$ cat src/rtl/ps2_pkg.sv
// ps2_pkg -- shared definitions for the PS/2 frame receiver.
//   ps2_state_t      : receive FSM state encoding
//   PS2_DATA_BITS    : payload bits per frame
//   PS2_FRAME_BITS   : total bits per frame (start + data + parity + stop)
//   odd_parity_ok()  : 1 when data bits plus parity bit hold an odd number of ones
package ps2_pkg;

   localparam int PS2_DATA_BITS  = 8;
   localparam int PS2_FRAME_BITS = 11;

   typedef enum logic [1:0] {
      ST_IDLE   = 2'd0,
      ST_DATA   = 2'd1,
      ST_PARITY = 2'd2,
      ST_STOP   = 2'd3
   } ps2_state_t;

   function automatic logic odd_parity_ok(input logic [PS2_DATA_BITS-1:0] data,
                                          input logic                     par);
      return (^data) ^ par;
   endfunction

endpackage

$ cat src/rtl/ps2_frame_rx_if.sv
// ps2_frame_rx_if -- received-byte stream plus error pulses.
//   sym_data   : byte at the FIFO head
//   sym_valid  : sym_data holds a byte
//   sym_ready  : consumer takes the head byte when high with sym_valid
//   parity_err : one-cycle pulse, frame dropped for bad odd parity
//   frame_err  : one-cycle pulse, bad start/stop bit or timeout
//   overflow   : one-cycle pulse, good byte dropped because FIFO was full
// master = receiver side, slave = consumer side.
interface ps2_frame_rx_if;
   import ps2_pkg::*;

   logic [PS2_DATA_BITS-1:0] sym_data;
   logic                     sym_valid;
   logic                     sym_ready;
   logic                     parity_err;
   logic                     frame_err;
   logic                     overflow;

   modport master (
      output sym_data, sym_valid, parity_err, frame_err, overflow,
      input  sym_ready
   );

   modport slave (
      input  sym_data, sym_valid, parity_err, frame_err, overflow,
      output sym_ready
   );
endinterface

$ cat src/rtl/ps2_byte_fifo.sv
// ps2_byte_fifo -- first-word-fall-through FIFO.
//   clk48, rst_n : clock, asynchronous active-low reset
//   push         : write push_data this cycle
//   push_data    : data to write
//   pop_req      : consumer ready; a pop happens when the FIFO is non-empty
//   rd_data      : head entry (0 while empty)
//   rd_valid     : FIFO non-empty
//   drop         : push rejected this cycle (full and no simultaneous pop)
// DEPTH must be a power of two so the pointers wrap by plain overflow.
module ps2_byte_fifo #(
   parameter int WIDTH = 8,
   parameter int DEPTH = 4
) (
   input  logic             clk48,
   input  logic             rst_n,
   input  logic             push,
   input  logic [WIDTH-1:0] push_data,
   input  logic             pop_req,
   output logic [WIDTH-1:0] rd_data,
   output logic             rd_valid,
   output logic             drop
);
   localparam int AW = $clog2(DEPTH);
   localparam int CW = AW + 1;

   logic [WIDTH-1:0] mem [DEPTH];
   logic [AW-1:0]    wr_ptr_reg;
   logic [AW-1:0]    rd_ptr_reg;
   logic [CW-1:0]    count_reg;
   logic             empty;
   logic             full;
   logic             do_pop;
   logic             do_push;

   assign empty   = (count_reg == '0);
   assign full    = (count_reg == CW'(DEPTH));
   assign do_pop  = pop_req & ~empty;
   // A pop in the same cycle frees the slot the push lands in, even when full.
   assign do_push = push & (~full | do_pop);
   assign drop    = push & full & ~do_pop;

   // Masked so the output reads 0 while empty rather than stale contents.
   assign rd_data  = empty ? '0 : mem[rd_ptr_reg];
   assign rd_valid = ~empty;

   always_ff @(posedge clk48) begin
      if (do_push) begin
         mem[wr_ptr_reg] <= push_data;
      end
   end

   always_ff @(posedge clk48 or negedge rst_n) begin
      if (!rst_n) begin
         wr_ptr_reg <= '0;
         rd_ptr_reg <= '0;
         count_reg  <= '0;
      end else begin
         if (do_push) wr_ptr_reg <= wr_ptr_reg + AW'(1);
         if (do_pop)  rd_ptr_reg <= rd_ptr_reg + AW'(1);
         case ({do_push, do_pop})
            2'b10:   count_reg <= count_reg + CW'(1);
            2'b01:   count_reg <= count_reg - CW'(1);
            default: count_reg <= count_reg;
         endcase
      end
   end
endmodule

$ cat src/rtl/ps2_frame_rx.sv
// ps2_frame_rx -- PS/2 keyboard frame receiver with byte FIFO.
//   clk48      : sole clock
//   rst_n      : asynchronous active-low reset
//   device_clk : raw PS/2 clock (asynchronous)
//   device_dat : raw PS/2 data (asynchronous)
//   sym_if     : byte stream and error pulses (master side)
// Both PS/2 lines are synchronized, the clock is glitch-filtered, and each
// filtered falling edge advances the IDLE/DATA/PARITY/STOP frame FSM.
module ps2_frame_rx
   import ps2_pkg::*;
#(
   parameter int CLK_HZ         = 48000000,
   parameter int FILTER_LEN     = 8,
   parameter int TIMEOUT_CYCLES = 96000,
   parameter int FIFO_DEPTH     = 4
) (
   input  logic           clk48,
   input  logic           rst_n,
   input  logic           device_clk,
   input  logic           device_dat,
   ps2_frame_rx_if.master sym_if
);
   // A TIMEOUT_CYCLES of 0 derives a 2 ms timeout from the clock frequency.
   localparam int TMO_LIMIT = (TIMEOUT_CYCLES > 0) ? TIMEOUT_CYCLES : CLK_HZ / 500;
   localparam int TCW       = $clog2(TMO_LIMIT + 1);
   localparam int FCW       = $clog2(FILTER_LEN + 1);
   localparam int BCW       = $clog2(PS2_DATA_BITS);

   logic [1:0]               raw_in;
   logic [1:0]               sync_in;
   logic                     clk_s;
   logic                     dat_s;
   logic                     filt_clk_reg;
   logic                     filt_prev_reg;
   logic [FCW-1:0]           filt_cnt_reg;
   logic                     fall;
   ps2_state_t               state_reg;
   logic [BCW-1:0]           bit_cnt_reg;
   logic [PS2_DATA_BITS-1:0] shift_reg;
   logic                     par_reg;
   logic [TCW-1:0]           tmo_cnt_reg;
   logic                     push_reg;
   logic                     parity_err_reg;
   logic                     frame_err_reg;
   logic                     overflow_reg;
   logic [PS2_DATA_BITS-1:0] fifo_data;
   logic                     fifo_valid;
   logic                     fifo_drop;

   assign raw_in = {device_dat, device_clk};

   genvar gi;
   generate
      for (gi = 0; gi < 2; gi++) begin : g_sync
         logic meta_reg;
         logic sync_reg;
         always_ff @(posedge clk48 or negedge rst_n) begin
            if (!rst_n) begin
               meta_reg <= 1'b1;
               sync_reg <= 1'b1;
            end else begin
               meta_reg <= raw_in[gi];
               sync_reg <= meta_reg;
            end
         end
         assign sync_in[gi] = sync_reg;
      end
   endgenerate

   assign clk_s = sync_in[0];
   assign dat_s = sync_in[1];

   // The counter only advances while the synchronized clock disagrees with the
   // filtered level; any sample back at the old level restarts the run.
   always_ff @(posedge clk48 or negedge rst_n) begin
      if (!rst_n) begin
         filt_clk_reg  <= 1'b1;
         filt_prev_reg <= 1'b1;
         filt_cnt_reg  <= '0;
      end else begin
         filt_prev_reg <= filt_clk_reg;
         if (clk_s == filt_clk_reg) begin
            filt_cnt_reg <= '0;
         end else if (filt_cnt_reg == FCW'(FILTER_LEN - 1)) begin
            filt_clk_reg <= clk_s;
            filt_cnt_reg <= '0;
         end else begin
            filt_cnt_reg <= filt_cnt_reg + FCW'(1);
         end
      end
   end

   assign fall = filt_prev_reg & ~filt_clk_reg;

   always_ff @(posedge clk48 or negedge rst_n) begin
      if (!rst_n) begin
         state_reg      <= ST_IDLE;
         bit_cnt_reg    <= '0;
         shift_reg      <= '0;
         par_reg        <= 1'b0;
         tmo_cnt_reg    <= '0;
         push_reg       <= 1'b0;
         parity_err_reg <= 1'b0;
         frame_err_reg  <= 1'b0;
      end else begin
         push_reg       <= 1'b0;
         parity_err_reg <= 1'b0;
         frame_err_reg  <= 1'b0;
         if (state_reg == ST_IDLE) begin
            tmo_cnt_reg <= '0;
            if (fall) begin
               if (!dat_s) begin
                  state_reg   <= ST_DATA;
                  bit_cnt_reg <= '0;
               end else begin
                  frame_err_reg <= 1'b1;
               end
            end
         end else if (fall) begin
            tmo_cnt_reg <= '0;
            case (state_reg)
               ST_DATA: begin
                  shift_reg   <= {dat_s, shift_reg[PS2_DATA_BITS-1:1]};
                  bit_cnt_reg <= bit_cnt_reg + BCW'(1);
                  if (bit_cnt_reg == BCW'(PS2_DATA_BITS - 1)) begin
                     state_reg <= ST_PARITY;
                  end
               end
               ST_PARITY: begin
                  par_reg   <= dat_s;
                  state_reg <= ST_STOP;
               end
               ST_STOP: begin
                  state_reg <= ST_IDLE;
                  // A bad stop bit takes precedence over a parity error.
                  if (!dat_s) begin
                     frame_err_reg <= 1'b1;
                  end else if (!odd_parity_ok(shift_reg, par_reg)) begin
                     parity_err_reg <= 1'b1;
                  end else begin
                     push_reg <= 1'b1;
                  end
               end
               default: state_reg <= ST_IDLE;
            endcase
         end else if (tmo_cnt_reg == TCW'(TMO_LIMIT - 1)) begin
            state_reg     <= ST_IDLE;
            tmo_cnt_reg   <= '0;
            frame_err_reg <= 1'b1;
         end else begin
            tmo_cnt_reg <= tmo_cnt_reg + TCW'(1);
         end
      end
   end

   // shift_reg still holds the byte in the cycle after the stop edge.
   ps2_byte_fifo #(
      .WIDTH (PS2_DATA_BITS),
      .DEPTH (FIFO_DEPTH)
   ) u_fifo (
      .clk48     (clk48),
      .rst_n     (rst_n),
      .push      (push_reg),
      .push_data (shift_reg),
      .pop_req   (sym_if.sym_ready),
      .rd_data   (fifo_data),
      .rd_valid  (fifo_valid),
      .drop      (fifo_drop)
   );

   always_ff @(posedge clk48 or negedge rst_n) begin
      if (!rst_n) begin
         overflow_reg <= 1'b0;
      end else begin
         overflow_reg <= fifo_drop;
      end
   end

   assign sym_if.sym_data   = fifo_data;
   assign sym_if.sym_valid  = fifo_valid;
   assign sym_if.parity_err = parity_err_reg;
   assign sym_if.frame_err  = frame_err_reg;
   assign sym_if.overflow   = overflow_reg;
endmodule

$ cat src/flat_wrapper.sv
// flat-port wrapper written by rule: the top's interface ports become plain ports
module ps2_frame_rx_flat import ps2_pkg::*;
#(
   parameter int CLK_HZ         = 48000000,
   parameter int FILTER_LEN     = 8,
   parameter int TIMEOUT_CYCLES = 96000,
   parameter int FIFO_DEPTH     = 4
)
  (clk48, rst_n, device_clk, device_dat, sym_if_sym_data, sym_if_sym_valid, sym_if_parity_err, sym_if_frame_err, sym_if_overflow, sym_if_sym_ready);
  ps2_frame_rx_if sym_if_i ();
  input  logic clk48;
  input  logic rst_n;
  input  logic device_clk;
  input  logic device_dat;
  output wire logic [$bits(sym_if_i.sym_data)-1:0] sym_if_sym_data;
  output wire logic [$bits(sym_if_i.sym_valid)-1:0] sym_if_sym_valid;
  output wire logic [$bits(sym_if_i.parity_err)-1:0] sym_if_parity_err;
  output wire logic [$bits(sym_if_i.frame_err)-1:0] sym_if_frame_err;
  output wire logic [$bits(sym_if_i.overflow)-1:0] sym_if_overflow;
  input wire logic [$bits(sym_if_i.sym_ready)-1:0] sym_if_sym_ready;
  assign sym_if_sym_data = sym_if_i.sym_data;
  assign sym_if_sym_valid = sym_if_i.sym_valid;
  assign sym_if_parity_err = sym_if_i.parity_err;
  assign sym_if_frame_err = sym_if_i.frame_err;
  assign sym_if_overflow = sym_if_i.overflow;
  assign sym_if_i.sym_ready = sym_if_sym_ready;
  ps2_frame_rx #(.CLK_HZ(CLK_HZ), .FILTER_LEN(FILTER_LEN), .TIMEOUT_CYCLES(TIMEOUT_CYCLES), .FIFO_DEPTH(FIFO_DEPTH)) u_core (.clk48(clk48), .rst_n(rst_n), .device_clk(device_clk), .device_dat(device_dat), .sym_if(sym_if_i));
endmodule
$ cat config.mk
export PLATFORM = sky130hd
export DESIGN_NAME = ps2_frame_rx_flat
export DESIGN_NICKNAME = d
export VERILOG_FILES = /design/src/rtl/ps2_pkg.sv /design/src/rtl/ps2_frame_rx_if.sv /design/src/rtl/ps2_byte_fifo.sv /design/src/rtl/ps2_frame_rx.sv /design/src/flat_wrapper.sv
export SDC_FILE = /design/constraint.sdc
export NUM_CORES = 1
export LEC_CHECK = 0
export BUFFER_PORTS_ARGS = -buffer_cell sky130_fd_sc_hd__buf_4
export CAP_MARGIN = 20
export CORE_UTILIZATION = 40
export DETAILED_ROUTE_END_ITERATION = 8
export GPL_ROUTABILITY_DRIVEN = 0
export HOLD_SLACK_MARGIN = 0.12
export SLEW_MARGIN = 20
export SYNTH_ARGS = -nofsm -noshare
export SYNTH_HDL_FRONTEND = slang
export SYNTH_HIERARCHICAL = 1
export SYNTH_SLANG_ARGS = --single-unit
$ cat constraint.sdc
create_clock -name clk48 -period 2.5 [get_ports clk48]
set_clock_uncertainty 0.05 [all_clocks]
set_input_delay 0.375 -clock clk48 [delete_from_list [all_inputs] [get_ports clk48]]
set_output_delay 0.375 -clock clk48 [all_outputs]
set_load 0.02 [all_outputs]
After elaboration in Yosys (flattened, before gate mapping) --
Memories as Yosys holds them, arrays and structs flattened. Index checks and enable logic that the tools add are counted.
Storage, ports and cells: output and inout port bits 12, memories kept 1, bits in writable memories 32, input bits 5, logic and storage cells 102, register bits after elaboration 52
Memories:
- u_core.u_fifo.mem | words 4, width 8, rd ports 1, clocked after memory_dff 0, write ports 1, line ps2_byte_fifo.sv:26 | logic [WIDTH-1:0] mem [DEPTH];
Cells by class: multiplexer cells 38, bitwise logic cells 13, reductions and logical operators 11, eq/ne operators 13, $add $sub $neg 7
Operators with widths (number):
- 17-bit 2-to-1 mux | 3
- 1-bit 2-to-1 mux | 19
- 17-bit by 1-bit adder with 17-bit output (second input constant) | 1
- 17-bit equality test (second input constant) | 1
- 3-bit 2-to-1 mux | 5
- 2-bit 2-to-1 mux | 6
- 3-bit AND reduction | 3
- 4-bit 2-to-1 mux | 2
- 8-bit 2-to-1 mux | 1
- 8-bit parity | 1
- 3-bit by 1-bit adder with 3-bit output (second input constant) | 2
- 2-bit equality test (second input constant) | 3
- 3-bit equality test (second input constant) | 2
- 1-bit inverter | 6
- 3-bit one-hot mux with 2 select lines | 1
- 2-bit nonzero test | 3
- 1-bit AND | 5
- 2-bit by 1-bit adder with 2-bit output (second input constant) | 2
- 4-bit by 1-bit adder with 4-bit output (second input constant) | 1
- 2-bit by 1-bit equality test with 1-bit output (second input constant) | 2
- 4-bit by 3-bit equality test with 1-bit output (second input constant) | 1
- 4-bit != test (second input constant) | 1
- 2-bit one-hot mux with 2 select lines | 1
- 4-bit AND reduction | 1
- other kinds (9) | 9

Depth between registers and ports, before layout --
word-level depth 7, mapped depth 9, depth with buffers taken out 9

Cells and area by module --
Netlist, hierarchy kept.
By module, submodules not included:
- ps2_frame_rx | instances 1, sequential area each 1133.6 um^2, area an instance 2162.1 um^2, cells an instance 191
- ps2_byte_fifo | instances 1, sequential area each 1136.1 um^2, area an instance 1657.8 um^2, cells an instance 90

Worst setup path after synthesis --
No wires, ideal clock.
path type reg-to-reg, from register u_core.u_fifo.count_reg[0], to register u_core.u_fifo.count_reg[2], library setup time 0.079 ns, period minus slack after synthesis 1.975 ns, required time 2.371 ns, setup slack 0.525 ns, cell stages (with the launch flop) 10, buffers on the path 0, data arrival time 1.846 ns, cells stage by stage dfrtp_1 > nor4b_2 > nor2b_2 > inv_1 > ha_1 > inv_1 > fa_1 > xor2_1 > nor2_1 > xor2_1
On the way: word-level cells in the longest chain between the ends 7, elaborated cells on any way between the ends 13, classes of those cells 2 x add/sub; 3 x eq/ne; 1 x mux; 5 x bitwise; 2 x reduce/logical
RTL lines:
- from (decl) | line ps2_byte_fifo.sv:29 | logic [CW-1:0] count_reg;
- from (signal assigned) | line ps2_byte_fifo.sv:61 | 2'b10: count_reg <= count_reg + CW'(1);
- from (signal assigned) | line ps2_byte_fifo.sv:62 | 2'b01: count_reg <= count_reg - CW'(1);
- from (signal assigned) | line ps2_byte_fifo.sv:63 | default: count_reg <= count_reg;
- 3-bit logical NOT | line ps2_byte_fifo.sv:35 | assign empty = (count_reg == '0);
- 1-bit inverter | line ps2_byte_fifo.sv:37 | assign do_pop = pop_req & ~empty;
- 1-bit AND | line ps2_byte_fifo.sv:37
- 1-bit OR | line ps2_byte_fifo.sv:39 | assign do_push = push & (~full | do_pop);
- 1-bit AND | line ps2_byte_fifo.sv:39
- 2-bit by 1-bit equality test with 1-bit output or 2-bit equality test (tied branches) | line ps2_byte_fifo.sv:60 | case ({do_push, do_pop})
- 3-bit one-hot mux with 2 select lines or 2-bit nonzero test (tied branches)
Parallel ways exist; a longest one is shown, timed or not. A chain may end at the register's enable or synchronous reset.

Final worst setup path --
from register u_core.u_fifo.rd_ptr_reg[0], to output sym_if_sym_data[1]
On the way: word-level cells in the longest chain between the ends 2
RTL lines:
- from (decl) | line ps2_byte_fifo.sv:28 | logic [AW-1:0] rd_ptr_reg;
- from (signal assigned) | line ps2_byte_fifo.sv:59 | if (do_pop) rd_ptr_reg <= rd_ptr_reg + AW'(1);
- memory read 4 x 8 bit
- 8-bit 2-to-1 mux | line ps2_byte_fifo.sv:43 | assign rd_data = empty ? '0 : mem[rd_ptr_reg];
- to (decl) | line flat_wrapper.sv:15 | output wire logic [$bits(sym_if_i.sym_data)-1:0] sym_if_sym_data;
Every way passes these cells.

==> impl_metrics.yaml <==
clock_tree:
  cts_max_level: 3
  clkSinkCount: 84
  clock_path_buffers: 2
  postCtsSetupBuffers: 0
  tritoncts: "yes"
  cts-buffers-inserted: 9
  cts_resized: 0
  root_buffer: "clkbuf_8"
  clk_latency_ns: 0.35
  clk_pin_slew_worst_paths_ns: 0.09
  ctsHoldBuffers: 3
setup_path:
  r2r_start: "u_core/u_fifo/count_reg[0]"
  cp_cell_sequence: "buf_4 > mux4_2 > and2_1 > buf_4"
  cp-start-kind: "flip-flop"
  endpoint_kind: "primary output"
  r2r_slack_ns: 0.37
  worst-setup-path-type: "reg -> out"
  crit_family: "multiplexers"
  required_ns: 2.08
  crit_slowest_cell: "mux4_2"
  worst-path-buf-inv: 2
  crit_top_cell: "buf_4"
  slowest_delay_ns: 0.54
  ff2ff_path_depth: 9
  reg2reg_to: "u_core/u_fifo/count_reg[2]"
  cp_data_arrival_time_ns: 1.78
  crit_fanout: 10
detailed_routing:
  route.detailed.drc: 0
  ant_nets: 0
  wl_per_cell_um: 13.51
  wl_um: 5946
  drt-vias-per-instance: 4.875
  wirelength_met1_um: 2789
  drt_iter0_drc: 89
  highest_layer: "met4"
  vias: 2145
  dr_wl_met2_um: 2905
  dr.pass1.iters: 4
  wl_met3_um: 200
synth:
  synth.top_cell.area_share_pct: 30.13
  synth_area_leaders: "dfrtp_1, edfxtp_1, mux4_2"
  ys.flop_type: "dfrtp_1"
  synth.most_common_cell: "dfrtp_1"
  synth_top_cell_by_area: "dfrtp_1"
  synth_edf_count: 32
  yosysSeqAreaShare_pct: 59.42
  yosysWarningCount: 6
  syn_inst: 281
  avgSynthCellArea_um2: 13.59
  synthDistinctLibCells: 49
  synth_common_cells: "dfrtp_1, edfxtp_1, nor2_1"
  syn-num-nets: 301
  synth_seq_cells: 84
  synthArstFlopShare_pct: 61.90
  synth.cell_area_mm2: 0.003820
timing:
  hold_viol_final: 0
  worst_slack_ns: 0.2920
  tightestPinTransition_ns: 0.6432
  setup_viol: 0
  fmax_mhz: 452.9
  slew_viol_final: 0
  setup_tns_ns: 0
  max_slew_margin_pct: 57.12
  min_period_ns: 2.208
  finalCritPeriodShare_pct: 88.32
  rsz0062_at_grt: "no"
place:
  dp_slack_ns: 0.3198
  portBuffers: 16
  dp_cells: 421
  hpwl_um: 4032
layout:
  n_antenna_cell: 0
  largest_reg_flops: 32
  drive_above_1_share_pct: 23.15
  layout.nets: 326
  stdcell_count: 440
  area_growth_pct: 12.22
floorplan:
  dieHeight_um: 99.72
  ioPinCount: 17
  num_rows: 35
  coreArea_mm2: 0.009240
  die_x_um: 99.72
  die-area_mm2: 0.009944
  start_util_pct: 41.34
global_route:
  grt_first_pass_wirelength_um: 10280
  antenna_found_initial: 0
  grt_usage_pct: 13.66
  grt_max_degree: 53
  grt_pass1_vias: 2149
  overflow: 0
min_path:
  hold_start: "sym_if_sym_ready"
  min_path_cells: 3
  hp-class: "in -> reg"
  hold-path-endpoint: "u_core/u_fifo/rd_ptr_reg[1]"
outcome:
  outcome: "completed"
power_and_ir_drop:
  p_leak_nw: 1.690
  vdd_drop_max_mv: 0.3522
  power_density_mw_per_mm2: 623.1
run:
  drv_cap: 0
-- power breakdown --
part	internal (mW)	switching (mW)
combinational	0.0855	0.113
sequential	1.48	0.0435
clock	0.466	0.486
total	2.03	0.642
-- worst max-delay path by stage --
stage,start,to,cells past startpoint
finish,u_core/u_fifo/rd_ptr_reg[0],sym_if_sym_data[1],4
global route,u_core/u_fifo/rd_ptr_reg[0],sym_if_sym_data[1],4
CTS,u_core/u_fifo/rd_ptr_reg[0],sym_if_sym_data[1],4
detailed placement,sym_if_sym_ready,u_core/u_fifo/count_reg[2],10
global placement,sym_if_sym_ready,u_core/u_fifo/count_reg[2],10
floorplan,u_core/u_fifo/count_reg[0],u_core/u_fifo/count_reg[2],9
-- cells by family after synthesis --
group,synth area share [%]
AND/OR/NAND/NOR,14.08
flip-flops,59.42
XOR/XNOR,6.780
AO/OA/AOI/OAI,3.439
buffers and inverters,2.817
multiplexers,8.352
adder cells (fa/ha/maj),5.110
-- area by class of cell --
cell class              count  area (um^2)
flip-flops and latches     84         2270
repair buffers             22        172.7
multi-input cells         177         1443
fillers                   838         4954
well taps                 129        161.4
clock inverters             7        71.32
clock buffers               9        123.9
inverters                  12        45.04
-- worst register-to-register path, cell delays in order (launching register included) --
cell and delay [ns]:
dfrtp_1 0.43, nor4b_2 0.36, nor2b_2 0.14, inv_1 0.08
ha_1 0.17, inv_1 0.06, fa_1 0.37, xor2_1 0.15
nor2_1 0.11, xor2_1 0.15
-- through the flow --
step | power, mW | area (um^2) | hold WS (ns) | util (%)
global route | 2.809 | 4287 | 0.2829 | 46.39
global placement | 1.743 | 4061 | 0.2959 | 43.95
floorplan | 1.690 | 3820 | 0.02941 | -
CTS | 2.716 | 4287 | 0.2625 | 46.39
detailed placement | 1.747 | 4061 | 0.2972 | 43.95
finish | 2.671 | 4287 | 0.2782 | 46.39
-- metal layers --
| metal | vias up | track usage, % |
|---|---|---|
| met1 | 1061 | 17.41 |
| met3 | 6 | 4.638 |
| met5 | - | 0 |
| met4 | 0 | 4.412 |
| met2 | 32 | 21.91 |
| li1 | 1046 | - |
-- cells in the final DEF, fill, tap and decap left out, types with 2 or more instances in the layout --
cell and instances:
dfrtp_1 46, edfxtp_1 32, nor2_1 22, buf_4 19, xnor2_1 18, and2_1 14, ha_1 14, nand2_1 13
inv_1 12, mux2_2 11, nand3_1 10, clkbuf_8 9, xor2_1 9, mux4_2 8, a21oi_1 7, o21ai_0 6
dfstp_2 6, nand4_1 4, nor3_1 4, inv_6 3, dlygate4sd3_1 3, nor2b_1 3, nor3b_1 3, clkinv_2 2
and4_1 2, nor4_1 2, a21o_1 2, o22ai_1 2, and3_1 2
No activity file was read; power rests on OpenSTA's default activity.
